===== config.mk =====
export PLATFORM = sky130hd
export DESIGN_NAME = lab3_sequencer
export DESIGN_NICKNAME = d
export VERILOG_FILES = /design/src/rtl/lab3_sequencer_pkg.sv /design/src/rtl/lab3_sequencer_settle_timer.sv /design/src/rtl/lab3_sequencer.sv
export SDC_FILE = /design/constraint.sdc
export NUM_CORES = 1
export LEC_CHECK = 0
export CAP_MARGIN = 30
export CORE_ASPECT_RATIO = 0.9
export CORE_MARGIN = 5
export CORE_UTILIZATION = 45
export CTS_CLUSTER_SIZE = 20
export DETAILED_ROUTE_END_ITERATION = 6
export PLACE_DENSITY = 0.71
export SLEW_MARGIN = 20
export SYNTH_ARGS = -nofsm -noshare
export SYNTH_HDL_FRONTEND = slang
export SYNTH_SLANG_ARGS = --single-unit

===== constraint.sdc =====
create_clock -name clk -period 2.1 [get_ports clk]
set_clock_uncertainty 0.05 [all_clocks]
set_input_delay 0.63 -clock clk [delete_from_list [all_inputs] [get_ports clk]]
set_output_delay 0.63 -clock clk [all_outputs]
set_load 0.05 [all_outputs]

===== src/rtl/lab3_sequencer_pkg.sv =====
// lab3_sequencer_pkg: FSM state encodings and vector count shared by the sequencer files
package lab3_sequencer_pkg;
  typedef enum logic [1:0] {
    ST_IDLE   = 2'd0,
    ST_SETTLE = 2'd1,
    ST_SAMPLE = 2'd2,
    ST_DONE   = 2'd3
  } state_t;
  localparam int NUM_VEC = 8;
  localparam logic [2:0] LAST_IDX = 3'(NUM_VEC - 1);
endpackage


===== src/rtl/lab3_sequencer_settle_timer.sv =====
// lab3_sequencer_settle_timer: 4-bit load/decrement counter (clk, rst, load, load_val in; zero out), stops at 0
module lab3_sequencer_settle_timer (
  input  logic       clk,
  input  logic       rst,
  input  logic       load,
  input  logic [3:0] load_val,
  output logic       zero
);
  logic [3:0] cnt;
  assign zero = cnt == 4'd0;
  always_ff @(posedge clk or posedge rst)
    if (rst) cnt <= '0;
    else if (load) cnt <= load_val;
    else if (!zero) cnt <= cnt - 4'd1;
endmodule


===== src/rtl/lab3_sequencer.sv =====
// lab3_sequencer: drives X/Y/Z through all 8 vectors on start, samples F after SETTLE_CYCLES, reports busy/done/pass/mismatch_cnt/fail_vec
module lab3_sequencer
  import lab3_sequencer_pkg::*;
#(
  parameter int         SETTLE_CYCLES = 2,
  parameter logic [7:0] EXPECTED      = 8'h00
) (
  input  logic       clk,
  input  logic       rst,
  input  logic       start,
  input  logic       abort,
  input  logic       F,
  output logic       X,
  output logic       Y,
  output logic       Z,
  output logic       busy,
  output logic       done,
  output logic       pass,
  output logic [3:0] mismatch_cnt,
  output logic [7:0] fail_vec
);
  state_t state, next_state;
  logic [2:0] idx;
  logic timer_zero, go, sample, load;
  assign {X, Y, Z} = idx;
  assign busy = state == ST_SETTLE || state == ST_SAMPLE;
  assign pass = done && mismatch_cnt == 4'd0;
  assign go = start && !busy;
  assign sample = state == ST_SAMPLE && !abort;
  assign load = next_state == ST_SETTLE && state != ST_SETTLE;
  lab3_sequencer_settle_timer u_timer (
    .clk      (clk),
    .rst      (rst),
    .load     (load),
    .load_val (4'(SETTLE_CYCLES - 1)),
    .zero     (timer_zero)
  );
  always_ff @(posedge clk or posedge rst)
    if (rst) state <= ST_IDLE;
    else state <= next_state;
  always_comb begin
    next_state = state;
    case (state)
      ST_SETTLE: next_state = abort ? ST_IDLE : timer_zero ? ST_SAMPLE : ST_SETTLE;
      ST_SAMPLE: next_state = abort ? ST_IDLE : idx == LAST_IDX ? ST_DONE : ST_SETTLE;
      default:   next_state = start ? ST_SETTLE : state;
    endcase
  end
  always_ff @(posedge clk or posedge rst)
    if (rst) begin
      idx          <= '0;
      done         <= 1'b0;
      mismatch_cnt <= '0;
      fail_vec     <= '0;
    end else begin
      done <= next_state == ST_DONE;
      if (go) begin
        idx          <= '0;
        mismatch_cnt <= '0;
        fail_vec     <= '0;
      end else if (sample) begin
        if (F != EXPECTED[idx]) begin
          mismatch_cnt  <= mismatch_cnt + 4'd1;
          fail_vec[idx] <= 1'b1;
        end
        if (idx != LAST_IDX) idx <= idx + 3'd1;
      end else if (busy && abort) idx <= '0;
    end
endmodule


==> metrics.log <==
INFO  metric outcome = finished, final reports clean
INFO  metric final_cell_mix = 30 x sky130_fd_sc_hd__buf_4, 19 x sky130_fd_sc_hd__dfrtp_1, 15 x sky130_fd_sc_hd__nor2_1
INFO  metric path_buf_inv = 2
INFO  metric dr_total_vias = 972
INFO  metric hold_path.class = register to register
INFO  metric met3_usage = 5.04%
INFO  metric power_leakage = 0.000754 µW
INFO  metric syn_to_final_growth = 32.7%
INFO  metric reg2reg_depth = 5
INFO  metric netlist.area_leader.share = 47.3%
INFO  metric setup_viol_count_final = 0
INFO  metric rsz0062_at_grt = yes
INFO  metric p_total = 2380 µW
INFO  metric rr_endpoint = u_timer.cnt[1]
INFO  metric grt-busiest-layer = met2
INFO  metric final-hold-violation-count = 0
INFO  metric dieArea = 3700 µm²
INFO  metric remaining_drc_errors = 0
INFO  metric num-fill-cells = 211
INFO  metric detailedPlacementHpwl = 1980 µm
INFO  metric design.final.nets = 167
INFO  metric timing.critical_path.from_type = register
INFO  metric synth_fp_nets = 130
INFO  metric syn_avg_cell_area = 9.95 µm²
INFO  metric clockBufferDepth = 2
INFO  metric synth_top_cells_by_area = sky130_fd_sc_hd__dfrtp_1 47%, sky130_fd_sc_hd__ha_1 8.6%, sky130_fd_sc_hd__nor2_1 4.8%
INFO  metric timing.hold.worst.start = fail_vec[7]
INFO  metric placeableCoreArea = 2470 µm²
INFO  metric slew_headroom = 70.7%
INFO  metric drt_iter0_markers = 39
INFO  metric die_height = 58.2 µm
INFO  metric htreeDepth = 1
INFO  metric postPlaceCellArea = 1470 µm²
INFO  metric num_rows = 17
INFO  metric internal_power = 1280 µW
INFO  metric switching_power = 1100 µW
INFO  metric critical_path_arrival = 1.37 ns
INFO  metric setup.worst_path.class = register to primary output
INFO  metric top_cell_family_by_delay_on_the_critical_path = flip-flops
INFO  metric postLayoutSetupSlackWorst = 0.0491 ns
INFO  metric post-route-period-util = 97.7%
INFO  metric layout.cells.most_common = sky130_fd_sc_hd__buf_4
INFO  metric grt_max_degree = 23
INFO  metric detail_route.first_pass.iterations = 4
INFO  metric totalNegativeSetupSlack = 0 ns
INFO  metric power.combinational.fraction = 64.2%
INFO  metric initial_utilization = 47.2%
INFO  metric report.final.slew_viol_count = 0
INFO  metric synth_sequential_area_ratio = 47.3%
INFO  metric placer_congestion_estimate = 0.826
INFO  metric cp.required = 1.42 ns
INFO  metric maximum_capacitance_violations = 0
INFO  metric globalRouteMet2Util = 25.9%
INFO  metric tritoncts_clock_tree = done
INFO  metric yosys_warnings = 0
INFO  metric avgRoutedWirePerCell = 14.4 µm
INFO  metric r2r_slack = 0.12 ns
INFO  metric number_of_buffer_cells_added_on_primary_ports = 22
INFO  metric dp_cells = 172
INFO  metric pwr-share-clk = 8.6%
INFO  metric drt-vias-per-instance = 5.37
INFO  metric met1_usage = 19.3%
INFO  metric r2r-start = idx[0]
INFO  metric depth_of_the_worst_hold_timing_path = 2
INFO  metric worst_ir_drop_vdd = 0.00129 V
INFO  metric design.portCount = 23
INFO  metric pwr_density = 1540 nW/µm²
INFO  metric clock_buffer_count_from_cts = 3
INFO  metric drive_gt1_share = 29.4%
INFO  metric swShare = 46.2%
INFO  metric route.final.wire_length = 2600 µm
INFO  metric clk_pin_slew_worst_paths = 0.12 ns
INFO  metric post-route-cell-area = 1540 µm²
INFO  metric post_synth_num_cell_types = 32
INFO  metric clock.fmax = 0.488 GHz
INFO  metric critical_path.cell_chain = inv_1 -> ha_1 -> nor4bb_4 -> buf_12
INFO  metric insertedDiodeCount = 0
INFO  metric detail-route-antenna-nets = 0
INFO  metric grt_first_pass_wirelength = 4570 µm
INFO  metric power.share.sequential = 27.2%
INFO  metric endpoint_kind = primary output
INFO  metric number_of_global_route_vias_before_repair = 998
INFO  metric syn-cell-area = 1160 µm²
INFO  metric clock-root-buffer = sky130_fd_sc_hd__clkbuf_4
INFO  metric post_layout_instance_count_excluding_filler_cells = 181
INFO  metric largest_stage_delay_on_the_critical_path = 0.43 ns
INFO  metric grt_overflow_total = 0
INFO  metric critical_path.slowest_cell = sky130_fd_sc_hd__dfrtp_1
INFO  metric critical_path.max_fanout = 4
INFO  metric synth_register_bits = 22
INFO  metric finalWorstPathRequiredPeriod = 2.05 ns
INFO  metric antenna_violations_before_repair = 0
INFO  metric grt_util_all_layers = 15.2%
INFO  metric worst_tran_pin_value = 0.439 ns
INFO  metric end_of_the_worst_hold_path = fail_vec[7]
INFO  metric clock_insertion_delay_worst_skew = 0.31 ns
INFO  metric numClockSinks = 22
INFO  metric post-place-ws = -0.0283 ns
INFO  metric floorplan.die.width = 63.6 µm
INFO  metric synthDominantAreaCellType = sky130_fd_sc_hd__dfrtp_1
INFO  metric synthCells = 117
## synthesized netlist by cell type
library cell,number
sky130_fd_sc_hd__a31oi_1,2
sky130_fd_sc_hd__xnor2_1,3
sky130_fd_sc_hd__a211oi_1,2
sky130_fd_sc_hd__clkbuf_1,2
sky130_fd_sc_hd__nand3_1,2
sky130_fd_sc_hd__a221oi_4,1
sky130_fd_sc_hd__nor2_1,15
sky130_fd_sc_hd__a21oi_1,11
sky130_fd_sc_hd__o21ai_0,3
sky130_fd_sc_hd__xor2_1,1
sky130_fd_sc_hd__inv_1,10
sky130_fd_sc_hd__a22oi_1,1
sky130_fd_sc_hd__or2_2,1
sky130_fd_sc_hd__nand2b_1,6
sky130_fd_sc_hd__and4b_1,1
sky130_fd_sc_hd__dfrtp_1,22
sky130_fd_sc_hd__and2_1,1
sky130_fd_sc_hd__buf_2,2
sky130_fd_sc_hd__nand4b_1,1
sky130_fd_sc_hd__or3_1,1
sky130_fd_sc_hd__nor3_1,1
sky130_fd_sc_hd__mux2i_1,1
sky130_fd_sc_hd__or3b_1,2
sky130_fd_sc_hd__a221oi_2,1
sky130_fd_sc_hd__nor2b_1,4
sky130_fd_sc_hd__nand3b_1,2
sky130_fd_sc_hd__nor4bb_1,2
sky130_fd_sc_hd__a221oi_1,1
sky130_fd_sc_hd__ha_1,8
sky130_fd_sc_hd__nand2_1,5
sky130_fd_sc_hd__o31a_1,1
sky130_fd_sc_hd__and3_1,1
## worst max-delay path by stage
stage	start	end	cells after the start
floorplan	mismatch_cnt[1]	pass	3
detailed placement	abort	u_timer.cnt[3]	4
global route	mismatch_cnt[1]	pass	4
finish	mismatch_cnt[1]	pass	4
global placement	abort	u_timer.cnt[3]	4
CTS	mismatch_cnt[0]	pass	4
## stage by stage
step,util (%),hold slack (ns)
floorplan,-,0.464
global placement,59.5,0.428
detailed placement,59.5,0.440
CTS,60.9,0.468
global route,62.6,0.506
finish,62.6,0.464
## layer usage
layer	vias to the layer above	part of all wire, %	wire length, µm
li1	472	-	-
met1	476	44	1140
met2	22	50	1300
met3	2	5.7	149
met4	0	0.50	13
met5	-	0	0
## worst min-delay path, stage by stage (launching register included)
cell                      delay [ns]
sky130_fd_sc_hd__dfrtp_1        0.36
sky130_fd_sc_hd__a31oi_1        0.05
sky130_fd_sc_hd__nor2_1         0.07
## kinds of logic (layout without fill, tap and decap cells)
logic type / Yosys count / after routing / synth area share (%)
AOI/OAI and AO/OA: 23 / 23 / 14.1
xor gates and xnor gates: 4 / 4 / 3.01
adders and majority gates: 8 / 8 / 8.60
DFF: 22 / 22 / 47.3
muxes: 1 / 1 / 0.860
buffers and inverters: 14 / 50 / 4.73
and+or+nand+nor: 45 / 45 / 21.4
## sequential cells by signal, summed over array words and instances (netlist names)
name,cells
state,2
mismatch_cnt,4
idx,3
fail_vec,8
done,1
u_timer.cnt,4
## power groups by stage
| stage | clock network, µW | registers, µW | logic (µW) |
|---|---|---|---|
| after floorplan | 0 | 870 | 754 |
| after global placement | 0 | 649 | 1400 |
| after detailed placement | 0 | 661 | 1430 |
| after CTS | 208 | 644 | 1470 |
| after global routing | 232 | 668 | 1660 |
| final | 204 | 648 | 1530 |
## what timing repair did
item                                    CTS  global route
setup buffers                             1             4
endpoints found under the setup margin    2             2
hold buffers                              0             0
resized for setup                         1             2
## layout make-up
cell class | count | area, µm² | share of cell area, %
clock buffers | 4 | 26.3 | 1.70
inverters | 10 | 37.5 | 2.43
multi-input cells | 81 | 586 | 37.9
flip-flops and latches | 22 | 554 | 35.9
well taps | 28 | 35.0 | 2.27
repair buffers | 36 | 305 | 19.8
Note: power is estimated with default switching activity, not from simulation.
